### src/rtl/pulse_pkg.sv
// pulse_pkg: shared types and helpers for the pulse_window_capture slice.
//   state_t    : capture FSM state encoding
//   DROP_W     : width of the saturating dropped-trigger counter
//   CALC_W     : working width for the clamped subtract helper
//   clamp_sub  : a - b evaluated one bit wider than the operands, negative -> 0
package pulse_pkg;

  typedef enum logic [1:0] {
    IDLE    = 2'd0,
    CAPTURE = 2'd1,
    HOLDOFF = 2'd2
  } state_t;

  localparam int DROP_W = 8;
  localparam int CALC_W = 32;

  // The extra top bit of the difference is the borrow; a borrow means the
  // peak sat below the pedestal, which is reported as zero height.
  function automatic logic [CALC_W-1:0] clamp_sub(input logic [CALC_W-1:0] a,
                                                  input logic [CALC_W-1:0] b);
    logic [CALC_W:0] diff;
    diff = {1'b0, a} - {1'b0, b};
    return diff[CALC_W] ? '0 : diff[CALC_W-1:0];
  endfunction

endpackage

### src/rtl/pedestal_avg.sv
// pedestal_avg: running mean of the last 2^LOG2 samples taken while en=1.
//   clk      in  sample clock
//   reset_n  in  synchronous active-low reset, clears history and sum
//   en       in  accept 'sample' into the history this cycle
//   sample   in  DATA_W ADC sample
//   pedestal out DATA_W running sum >> LOG2 (truncated)
// Only instantiated when PULSE_PED_AVG_EN is defined.
module pedestal_avg #(
  parameter int DATA_W = 14,
  parameter int LOG2   = 2
) (
  input  logic              clk,
  input  logic              reset_n,
  input  logic              en,
  input  logic [DATA_W-1:0] sample,
  output logic [DATA_W-1:0] pedestal
);

  localparam int DEPTH = 1 << LOG2;
  localparam int SUM_W = DATA_W + LOG2;

  logic [DATA_W-1:0] hist [DEPTH];
  logic [SUM_W-1:0]  sum;

  // The sum is maintained incrementally: add the newcomer, drop the sample
  // falling off the end of the history.
  always_ff @(posedge clk) begin
    if (!reset_n) begin
      for (int i = 0; i < DEPTH; i++) hist[i] <= '0;
      sum <= '0;
    end else if (en) begin
      hist[0] <= sample;
      for (int i = 1; i < DEPTH; i++) hist[i] <= hist[i-1];
      sum <= sum + SUM_W'(sample) - SUM_W'(hist[DEPTH-1]);
    end
  end

  assign pedestal = DATA_W'(sum >> LOG2);

endmodule

### src/rtl/pulse_window_capture.sv
// pulse_window_capture: trigger-gated sample window plus pulse-height measure.
//   clk           in   sample clock
//   reset_n       in   synchronous active-low reset
//   trigger       in   start request (level or pulse)
//   signal        in   DATA_W ADC sample
//   window_data   out  DATA_W windowed sample, 0 outside the window
//   window_valid  out  high while window_data carries a window sample
//   sample_idx    out  IDX_W index of the sample on window_data
//   pulse_height  out  DATA_W peak - pedestal clamped at 0, held
//   peak_idx      out  IDX_W index of the first maximum in the peak region
//   height_valid  out  one-cycle strobe when pulse_height/peak_idx update
//   busy          out  high in CAPTURE or HOLDOFF
//   dropped       out  8-bit saturating count of triggers seen while busy
// Build option: PULSE_PED_AVG_EN selects an averaged pedestal (mean of the
// last 2^PED_AVG_LOG2 idle samples); otherwise the pedestal is the last idle
// sample before the trigger.
//
// state   | meaning
// IDLE    | pedestal follows signal, waiting for trigger
// CAPTURE | streaming window samples, peak search over leading PEAK_LEN
// HOLDOFF | HOLDOFF_LEN dead cycles before re-arming
module pulse_window_capture
  import pulse_pkg::*;
#(
  parameter  int DATA_W       = 14,
  parameter  int WINDOW_LEN   = 500,
  parameter  int PEAK_LEN     = 31,
  parameter  int HOLDOFF_LEN  = 0,
  parameter  int PED_AVG_LOG2 = 2,
  localparam int IDX_W        = $clog2(WINDOW_LEN)
) (
  input  logic              clk,
  input  logic              reset_n,
  input  logic              trigger,
  input  logic [DATA_W-1:0] signal,
  output logic [DATA_W-1:0] window_data,
  output logic              window_valid,
  output logic [IDX_W-1:0]  sample_idx,
  output logic [DATA_W-1:0] pulse_height,
  output logic [IDX_W-1:0]  peak_idx,
  output logic              height_valid,
  output logic              busy,
  output logic [DROP_W-1:0] dropped
);

  localparam int HOLD_W = (HOLDOFF_LEN > 1) ? $clog2(HOLDOFF_LEN) : 1;
  localparam logic [IDX_W-1:0]  LAST_IDX  = IDX_W'(WINDOW_LEN - 1);
  localparam logic [IDX_W-1:0]  PEAK_LAST = IDX_W'(PEAK_LEN - 1);
  localparam logic [HOLD_W-1:0] HOLD_LOAD = HOLD_W'((HOLDOFF_LEN > 0) ? HOLDOFF_LEN - 1 : 0);

  if (WINDOW_LEN < 2 || PEAK_LEN < 1 || PEAK_LEN > WINDOW_LEN ||
      HOLDOFF_LEN < 0 || PED_AVG_LOG2 < 0 || PED_AVG_LOG2 > 16) begin : g_bad_param
    $error("pulse_window_capture: illegal parameter combination");
  end

  state_t            state, state_next;
  logic              start, peak_done, win_end, drop_inc, ped_en;
  logic [DATA_W-1:0] peak, pedestal;
  logic [IDX_W-1:0]  peak_run_idx;
  logic [HOLD_W-1:0] hold_cnt;

  always_ff @(posedge clk) begin
    if (!reset_n) state <= IDLE;
    else          state <= state_next;
  end

  always_comb begin
    state_next = state;
    start      = 1'b0;
    peak_done  = 1'b0;
    win_end    = 1'b0;
    drop_inc   = 1'b0;
    ped_en     = 1'b0;
    case (state)
      IDLE: begin
        // The trigger sample belongs to the window, so it never reaches the pedestal.
        if (trigger) begin
          start      = 1'b1;
          state_next = CAPTURE;
        end else begin
          ped_en = 1'b1;
        end
      end
      CAPTURE: begin
        drop_inc  = trigger;
        peak_done = (sample_idx == PEAK_LAST);
        if (sample_idx == LAST_IDX) begin
          win_end    = 1'b1;
          state_next = (HOLDOFF_LEN > 0) ? HOLDOFF : IDLE;
        end
      end
      HOLDOFF: begin
        drop_inc = trigger;
        if (hold_cnt == '0) state_next = IDLE;
      end
      default: state_next = IDLE;
    endcase
  end

  assign busy = (state != IDLE);

  always_ff @(posedge clk) begin
    if (!reset_n) begin
      window_data  <= '0;
      window_valid <= 1'b0;
      sample_idx   <= '0;
      pulse_height <= '0;
      peak_idx     <= '0;
      height_valid <= 1'b0;
      dropped      <= '0;
      peak         <= '0;
      peak_run_idx <= '0;
      hold_cnt     <= '0;
    end else begin
      height_valid <= 1'b0;
      if (drop_inc && dropped != '1) dropped <= dropped + 1'b1;

      if (start) begin
        window_data  <= signal;
        window_valid <= 1'b1;
        sample_idx   <= '0;
        peak         <= signal;
        peak_run_idx <= '0;
      end else if (win_end) begin
        window_data  <= '0;
        window_valid <= 1'b0;
        sample_idx   <= '0;
      end else if (state == CAPTURE) begin
        window_data <= signal;
        sample_idx  <= sample_idx + 1'b1;
        // Incoming sample index is sample_idx+1; strict '>' keeps the earliest maximum.
        if (signal > peak && int'(sample_idx) < PEAK_LEN - 1) begin
          peak         <= signal;
          peak_run_idx <= sample_idx + 1'b1;
        end
      end

      if (peak_done) begin
        pulse_height <= DATA_W'(clamp_sub(CALC_W'(peak), CALC_W'(pedestal)));
        peak_idx     <= peak_run_idx;
        height_valid <= 1'b1;
      end

      if (win_end)                              hold_cnt <= HOLD_LOAD;
      else if (state == HOLDOFF && hold_cnt != '0) hold_cnt <= hold_cnt - 1'b1;
    end
  end

`ifdef PULSE_PED_AVG_EN
  pedestal_avg #(
    .DATA_W (DATA_W),
    .LOG2   (PED_AVG_LOG2)
  ) u_pedestal_avg (
    .clk      (clk),
    .reset_n  (reset_n),
    .en       (ped_en),
    .sample   (signal),
    .pedestal (pedestal)
  );
`else
  always_ff @(posedge clk) begin
    if (!reset_n)    pedestal <= '0;
    else if (ped_en) pedestal <= signal;
  end
`endif

endmodule

### config.mk
export PLATFORM = sky130hd
export DESIGN_NAME = pulse_window_capture
export DESIGN_NICKNAME = d
export VERILOG_FILES = /design/src/rtl/pulse_pkg.sv /design/src/rtl/pedestal_avg.sv /design/src/rtl/pulse_window_capture.sv
export SDC_FILE = /design/constraint.sdc
export NUM_CORES = 1
export LEC_CHECK = 0
export CAP_MARGIN = 30
export CORE_MARGIN = 5
export CORE_UTILIZATION = 50
export DETAILED_ROUTE_END_ITERATION = 10
export GPL_ROUTABILITY_DRIVEN = 1
export GPL_TIMING_DRIVEN = 0
export PLACE_DENSITY = 0.75
export SETUP_SLACK_MARGIN = 0.02
export SLEW_MARGIN = 20
export SYNTH_ARGS = -nofsm -noshare
export SYNTH_HDL_FRONTEND = slang
export SYNTH_SLANG_ARGS = --single-unit
### constraint.sdc
create_clock -name clk -period 3.4 [get_ports clk]
set_clock_uncertainty 0.1 [all_clocks]
set_input_delay 0.68 -clock clk [delete_from_list [all_inputs] [get_ports clk]]
set_output_delay 0.68 -clock clk [all_outputs]
set_load 0.02 [all_outputs]
### Yosys cells after proc, flatten, opt, wreduce, memory -nomap -nowiden

Cells that the tools add are included.
W data, S select, Z words.

* bits of input ports: 17
* register bits after elaboration: 96

* bitwise operators: 2
* magnitude comparators: 2
* mux-type cells: 23
* add/sub/neg operators: 4
* equal/unequal tests: 9
* reductions and logical operators: 16

Operator list (number)
* $mux W14: 8
* $sub A14 B14 Y15: 1
* $gt A14 B14 Y1: 1
* $mux W1: 11
* $add A9 B1 Y9 const B: 1
* $eq A9 B5 Y1 const B: 1
* $eq A9 B9 Y1 const B: 1
* $lt A9 B5 Y1 const B: 1
* $reduce_and A3 Y1: 3
* $add A8 B1 Y8 const B: 1
* $ne A2 B2 Y1 const B: 4
* $ne A8 B8 Y1 const B: 1
* $reduce_bool A2 Y1: 4
* $mux W2: 3
* $pmux W2 S3: 1
* $reduce_or A2 Y1: 3
* $logic_and A1 B1 Y1: 3
* $reduce_bool A3 Y1: 1
* $reduce_or A3 Y1: 1
* $eq A2 B1 Y1 const B: 1
* $eq A2 B2 Y1 const B: 1
* $logic_not A2 Y1: 1
* $not A1 Y1: 2
* $sub A1 B1 Y1 const B: 1

### Logic depth before layout (Yosys ltp)

* word-level depth: 6
* mapped depth: 8
* depth with buffers taken out: 8

### Worst setup path after synthesis

No wires, ideal clock.

* path type: in2reg
* from: in signal[4]
* to: reg peak[10]
* slack: 0.933 ns
* data arrival time: 2.250 ns
* stages: 7
* required time: 3.183 ns
* library setup time: 0.117 ns
* cells stage by stage: ha_1 -> a21oi_1 -> a21boi_0 -> o31a_1 -> o311a_1 -> buf_2 -> a32o_1

* word-level cells in the longest chain between the ends: 4

RTL lines
* start: declaration: RTL line pulse_window_capture.sv:35 `input logic [DATA_W-1:0] signal,`
* $gt A14 B14 Y1: RTL line pulse_window_capture.sv:132 `if (signal > peak && int'(sample_idx) < PEAK_LEN - 1) begin`
* $logic_and A1 B1 Y1: RTL line pulse_window_capture.sv:132
* $reduce_bool A2 Y1 (no source line)
* $reduce_and A3 Y1 (no source line)
* end signal: assignment: RTL line pulse_window_capture.sv:122 `peak <= signal;`
* end signal: assignment: RTL line pulse_window_capture.sv:133 `peak <= signal;`
* end: declaration: RTL line pulse_window_capture.sv:58 `logic [DATA_W-1:0] peak, pedestal;`

Every way passes these cells.
A chain may end at the register's enable or synchronous reset.

### Worst setup path in the final report

* from: in signal[4]
* to: reg peak_run_idx[0]

* word-level cells in the longest chain between the ends: 3

RTL lines
* $gt A14 B14 Y1: RTL line pulse_window_capture.sv:132
* $logic_and A1 B1 Y1: RTL line pulse_window_capture.sv:132
* $reduce_and A3 Y1 (no source line)
* end signal: assignment: RTL line pulse_window_capture.sv:134 `peak_run_idx <= sample_idx + 1'b1;`
* end: declaration: RTL line pulse_window_capture.sv:59 `logic [IDX_W-1:0] peak_run_idx;`

Every way passes these cells.

==> reports/qor.yml <==
slowest_delay_ns: 0.50
drcViolationCount: 0
vias_per_cell: 5.62
ctsRootBufferMaster: "clkbuf_8"
routedWlPerCell_um: 15.4
reg2reg_to: "pulse_height[11]"
clkPwrFrac_pct: 32.6
ys_warn_count: 0
min_to: "peak_idx[8]"
synth_top_family_by_area: "compound AO/OA/AOI/OAI gates"
routabilityCongestion: 0.823
period_needed_ns: 2.99
outcome: "complete, no violations"
setup_viol: 0
grt.overflow.total: 0
io_buffer_count: 73
dp.cells: 705
crit_chain: "clkdlybuf4s50_1 > ha_1 > a21oi_1 > a21boi_0 > o31a_1 > o31ai_2 > buf_2 > mux2i_1"
synthSimpleGateAreaFrac_pct: 18.0
combPwrFrac_pct: 20.8
synth_adder_area_share_pct: 8.92
final_common_cell: "dfxtp_1"
cts_tree: "built"
end_kind: "flop"
synth-seq-area-share_pct: 41.2
synth_nets: 573
rows: 34
r2r_cells: 8
numCtsBuffers: 9
drive_above_1_share_pct: 5.87
finalPower_mw: 2.52
power.density_nw_per_um2: 445
io_pins: 74
h-tree-depth: 3
stdcell_count: 721
swShare_pct: 29.1
synth_compound_area_share_pct: 21.1
core_sq_um: 8810
grt_max_degree: 17
grt_pass1_wl_mm: 18.8
ir_worst_vdd_mv: 0.310
initial_utilization_pct: 51.9
worstSetupStartpointType: "input port"
final.fill_count: 782
dp_hpwl_mm: 8.49
cp.required_ns: 3.58
power.leakage_nw: 2.25
drtAntennaViolNets: 0
finalCritPeriodShare_pct: 88.0
grt_antenna_before_repair: 0
ys_ff_latch: 94
synth_area_sq_um: 4570
path_clk_slew_ns: 0.09
cts_max_path_buffers: 2
crit_type: "input port to flop"
p_int_mw: 1.79
num_antenna_cells: 0
switchingPower_uw: 732
die_width_um: 106
tns_ns: 0
cp_data_arrival_time_ns: 3.17
synth-xor-area-share_pct: 3.64
holdBufCountCts: 0
ys.flop_type: "dfxtp_1"
cts_num_sinks: 94
r2r_slack_ns: 0.68
drt_first_pass_iters: 4
syn_avg_cell_area_sq_um: 8.72
worstMarginPinSlew_ns: 0.701
r2r-start: "peak[0]"
slew_viol_final: 0
cts_setup_buffers: 0
synthToLayoutAreaGrowth_pct: 23.8
dr_total_vias: 4055
relSlewSlack_pct: 52.6
holdPathStages: 2
mostFrequentLayoutCells: "94 x dfxtp_1, 81 x nand2_1, 73 x clkdlybuf4s50_1"
synth-edff-count: 0
finalHoldViolCount: 0
worst_slack_ns: 0.409
holdCritStartpoint: "peak_run_idx[8]"
synthArstFlopShare_pct: 0
syn_inst: 524
rsz0062_at_grt: "no"
clock_latency_ns: 0.35
grtUsageTotal_pct: 20.3
slowest_stage: "clkdlybuf4s50_1"
postCtsResizedCells: 0
hp-class: "flop to flop"
die_h_um: 106
synth.mux.area_fraction_pct: 1.75
grt_pass1_vias: 4045
p_seq_share_pct: 46.7
worstPathMaxFanout: 10
die_area_sq_um: 11200
nNetsFinal: 657
yosys.cell_types.count: 58
cap_violations: 0
final_util_pct: 64.3
fmax_ghz: 0.334
drtIter0Drc: 200
routed_wl_mm: 11.1
post-place-ws_ns: 0.0717
-- per-layer routing --
metal | vias to the layer above | wire length, um | global-route usage, %
li1 | 2024 | - | -
met1 | 1945 | 4950 | 24.9
met2 | 72 | 5600 | 36.3
met3 | 14 | 414 | 3.79
met4 | 0 | 158 | 5.92
met5 | - | 0 | 0
-- power by group through the flow --
| stage | Clock (mW) | Sequential, mW | Combinational (mW) |
|---|---|---|---|
| after floorplan | 0 | 1.21 | 0.350 |
| after global placement | 0 | 1.20 | 0.502 |
| after detailed placement | 0 | 1.20 | 0.516 |
| after CTS | 0.834 | 1.17 | 0.522 |
| after global routing | 0.884 | 1.18 | 0.586 |
| final | 0.819 | 1.17 | 0.523 |
-- cells by family (layout without fill, tap and decap cells) --
| logic type | count (synthesis) | in the layout |
|---|---|---|
| AND/OR/NAND/NOR | 172 | 172 |
| flip-flops | 94 | 94 |
| XOR/XNOR | 19 | 19 |
| buffers and inverters | 63 | 152 |
| adder cells (fa/ha/maj) | 32 | 32 |
| AO/OA/AOI/OAI | 136 | 136 |
| multiplexers | 8 | 8 |
-- worst max-delay path by stage --
stage / startpoint / to / cells after the start
after floorplan: signal[4] / peak[10] / 7
after global placement: signal[4] / peak_run_idx[3] / 8
after detailed placement: signal[4] / peak_run_idx[2] / 8
after CTS: signal[4] / peak_run_idx[4] / 8
after global routing: signal[4] / peak_run_idx[4] / 8
final: signal[4] / peak_run_idx[0] / 8
-- state kept, by name, summed over array words and instances (netlist names) --
register and count:
dropped 8, height_valid 1, peak 14, peak_idx 9, peak_run_idx 9, pedestal 14, pulse_height 14, sample_idx 9
state 1, window_data 14, window_valid 1
-- through the flow --
stage          hold slack (ns)  instance area [sq um]
2_1_floorplan            0.327                   4570
3_3_place_gp             0.344                   5440
3_5_place_dp             0.348                   5440
4_1_cts                  0.362                   5660
5_1_grt                  0.384                   5660
6_report                 0.361                   5660
-- cell type report --
class                      instances  area, sq um  share of cell area (%)
sequential                        94         1880                    33.3
clock inverter                     6         93.8                    1.66
multi-input combinational        367         2440                    43.1
clock buffer                      10          128                    2.26
inverter                          37          139                    2.45
tap                              108          135                    2.39
timing repair buffer              73          731                    12.9
buffer                            26          109                    1.92
-- synth_stat cells, drive strengths merged (2+ instances only) --
cell type | instances | area [sq um]
dfxtp | 94 | 1880
nand2 | 81 | 304
a21oi | 54 | 274
inv | 36 | 135
ha | 31 | 388
nor2 | 29 | 111
clkbuf | 18 | 68.8
nand3 | 15 | 75.1
a22o | 14 | 123
a32o | 14 | 140
and3 | 14 | 87.6
nand4 | 13 | 96.3
a21o | 10 | 75.1
xor2 | 10 | 87.6
xnor2 | 9 | 78.8
buf | 8 | 40.0
mux2i | 8 | 80.1
o21ai | 8 | 43.8
nand2b | 5 | 31.3
o22ai | 5 | 31.3
o31ai | 5 | 42.5
nor3 | 3 | 15.0
nor4 | 3 | 33.8
o21a | 3 | 22.5
a211oi | 2 | 27.5
a31oi | 2 | 12.5
and2 | 2 | 12.5
and4 | 2 | 17.5
o211ai | 2 | 15.0
o21bai | 2 | 15.0
o311ai | 2 | 17.5
o41ai | 2 | 25.0
or3b | 2 | 17.5
-- worst max-delay path: cells and delay by family --
kind                       cells  cell delay [ns]
buffers and inverters          2             0.85
muxes                          1             0.22
adders and majority gates      1             0.36
AOI/OAI and AO/OA              4             1.05
No activity file was read; power rests on OpenSTA's default activity.
==> edit, RTL diff (same flow settings) <==
One comparison of `sample_idx` changes from == to >=.
--- a/src/rtl/pulse_window_capture.sv
+++ b/src/rtl/pulse_window_capture.sv
@@ -83,7 +83,7 @@
       end
       CAPTURE: begin
         drop_inc  = trigger;
-        peak_done = (sample_idx == PEAK_LAST);
+        peak_done = (sample_idx >= PEAK_LAST);
         if (sample_idx == LAST_IDX) begin
           win_end    = 1'b1;
           state_next = (HOLDOFF_LEN > 0) ? HOLDOFF : IDLE;
Function: no difference found for any inputs over 10 cycles, from zero or initial values and one cycle with reset_n low; that may be too few to reach the edited logic, so the function may still have changed.
==> edit against the original RTL <==
  * Clock power down 19%
  * Largest power group unchanged
  * Sequential cell count unchanged
  * Global-route usage is 2.5 points lower
  * Count of clock-buffer cells in the layout unchanged
  * Wire length is 16% lower
  * Critical endpoint is now peak_run_idx[8]
  * Power is 7.5% lower
  * Setup slack worse by 0.015 ns
  * Design area is 3.3% lower
  * Area after synthesis shrank 3.0%
  * Synthesized cell count shrank 7.6%
  * Largest cell class unchanged
  * Final cell count fell by 5.7%
==> edit: results (changes against the original RTL) <==
- Number of cells on the worst reg-to-reg path: 9 (+1)
- Logic inverters: 34 (-8.1%)
- Number of inserted filler cells in the final layout: 798 (+2.0%)
- Power attributed to combinational cells: 0.486 mW (-7.1%)
- Max transition margin: 65.6% (+13 points)
- Placer's final routability congestion estimate: 0.822 (about the same)
- Global Route met1 Usage: 24.4% (-0.55 points)
- Routed via count: 3571 (-12%)
- DPL Wire Length: 7420 um (-13%)
- Proportion of final cell area spent on non-clock buffers: 14.9% (+0.029 points)
- Fraction of final layout cells sized beyond drive strength 1: 5.42% (-0.45 points)
- Crit path max-delay family: simple AND/OR/NAND/NOR gates
- Fin nets: 617 (-6.1%)
- Violation count after the first detailed-route iteration: 121 (-40%)
- Launch point of the worst hold path: pulse_height[9]
- Largest net degree at the start of global routing: 16 (-1)
- Routing usage on met3: 3.60% (-0.19 points)
- Lkg Pwr: 2.20 nW (-2.2%)
- Portion of the post-synthesis area used by sequential elements: 42.4% (+1.3 points)
- Run status: completed
- Non-clock buffer total of the final layout: 91 (-8.1%)
- Number of multi-input combinational cells: 338 (-7.9%)
- Total nets after synthesis: 533 (-7.0%)
- Global-route wire length before repair: 16400 um (-13%)
- Synthesized area per cell: 9.16 um^2 (+5.0%)
- Number of global-route vias before repair: 3517 (-13%)
- End point of the most critical hold path: pulse_height[9]
- Gr usage total: 17.8% (-2.5 points)
- CP arrival: 3.21 ns (+0.04 ns)
- Non-filler instance count after layout: 680 (-5.7%)
## edit: cells by family (layout without fill, tap and decap cells)
group           count (synthesis)  after routing  synth area share [%]
simple gates                  157            157                  17.2
compound gates                112            112                  18.7
flops                          94             94                  42.4
buf+inv                        52            140                  4.74
fa+ha+maj                      32             32                  9.20
xor+xnor                       25             25                  4.94
mux                            12             12                  2.71
## edit: metrics by stage
stage	util, %	instance area [um^2]	hold WS (ns)	worst slack [ns]
after floorplan	-	4430	0.329	0.828
after global placement	61.1	5300	0.339	0.0372
after detailed placement	61.1	5300	0.340	0.0112
after CTS	63.0	5470	0.352	0.385
after global routing	63.0	5470	0.378	0.196
final	63.0	5470	0.345	0.394
## edit: worst min-delay path: stages, from the launching register on
cell and delay (ns):
sky130_fd_sc_hd__dfxtp_1 0.31, sky130_fd_sc_hd__nand2_1 0.05, sky130_fd_sc_hd__o21ai_1 0.05
## edit: how the worst max path moves through the flow
stage / end / slack, ns / startpoint / depth (start not counted)
2_1_floorplan: peak[10] / 0.83 / signal[12] / 8
3_3_place_gp: peak_run_idx[8] / 0.04 / signal[12] / 9
3_5_place_dp: peak[13] / 0.01 / signal[12] / 9
4_1_cts: peak_run_idx[7] / 0.38 / signal[12] / 9
5_1_grt: peak_run_idx[7] / 0.20 / signal[12] / 9
6_report: peak_run_idx[8] / 0.39 / signal[12] / 9
## edit: metal layers
| metal | part of all wire (%) | vias up | routed length, um |
|---|---|---|---|
| li1 | - | 1850 | - |
| met1 | 50 | 1632 | 4710 |
| met2 | 44 | 76 | 4140 |
| met3 | 4.0 | 13 | 375 |
| met4 | 1.6 | 0 | 149 |
| met5 | 0 | - | 0 |
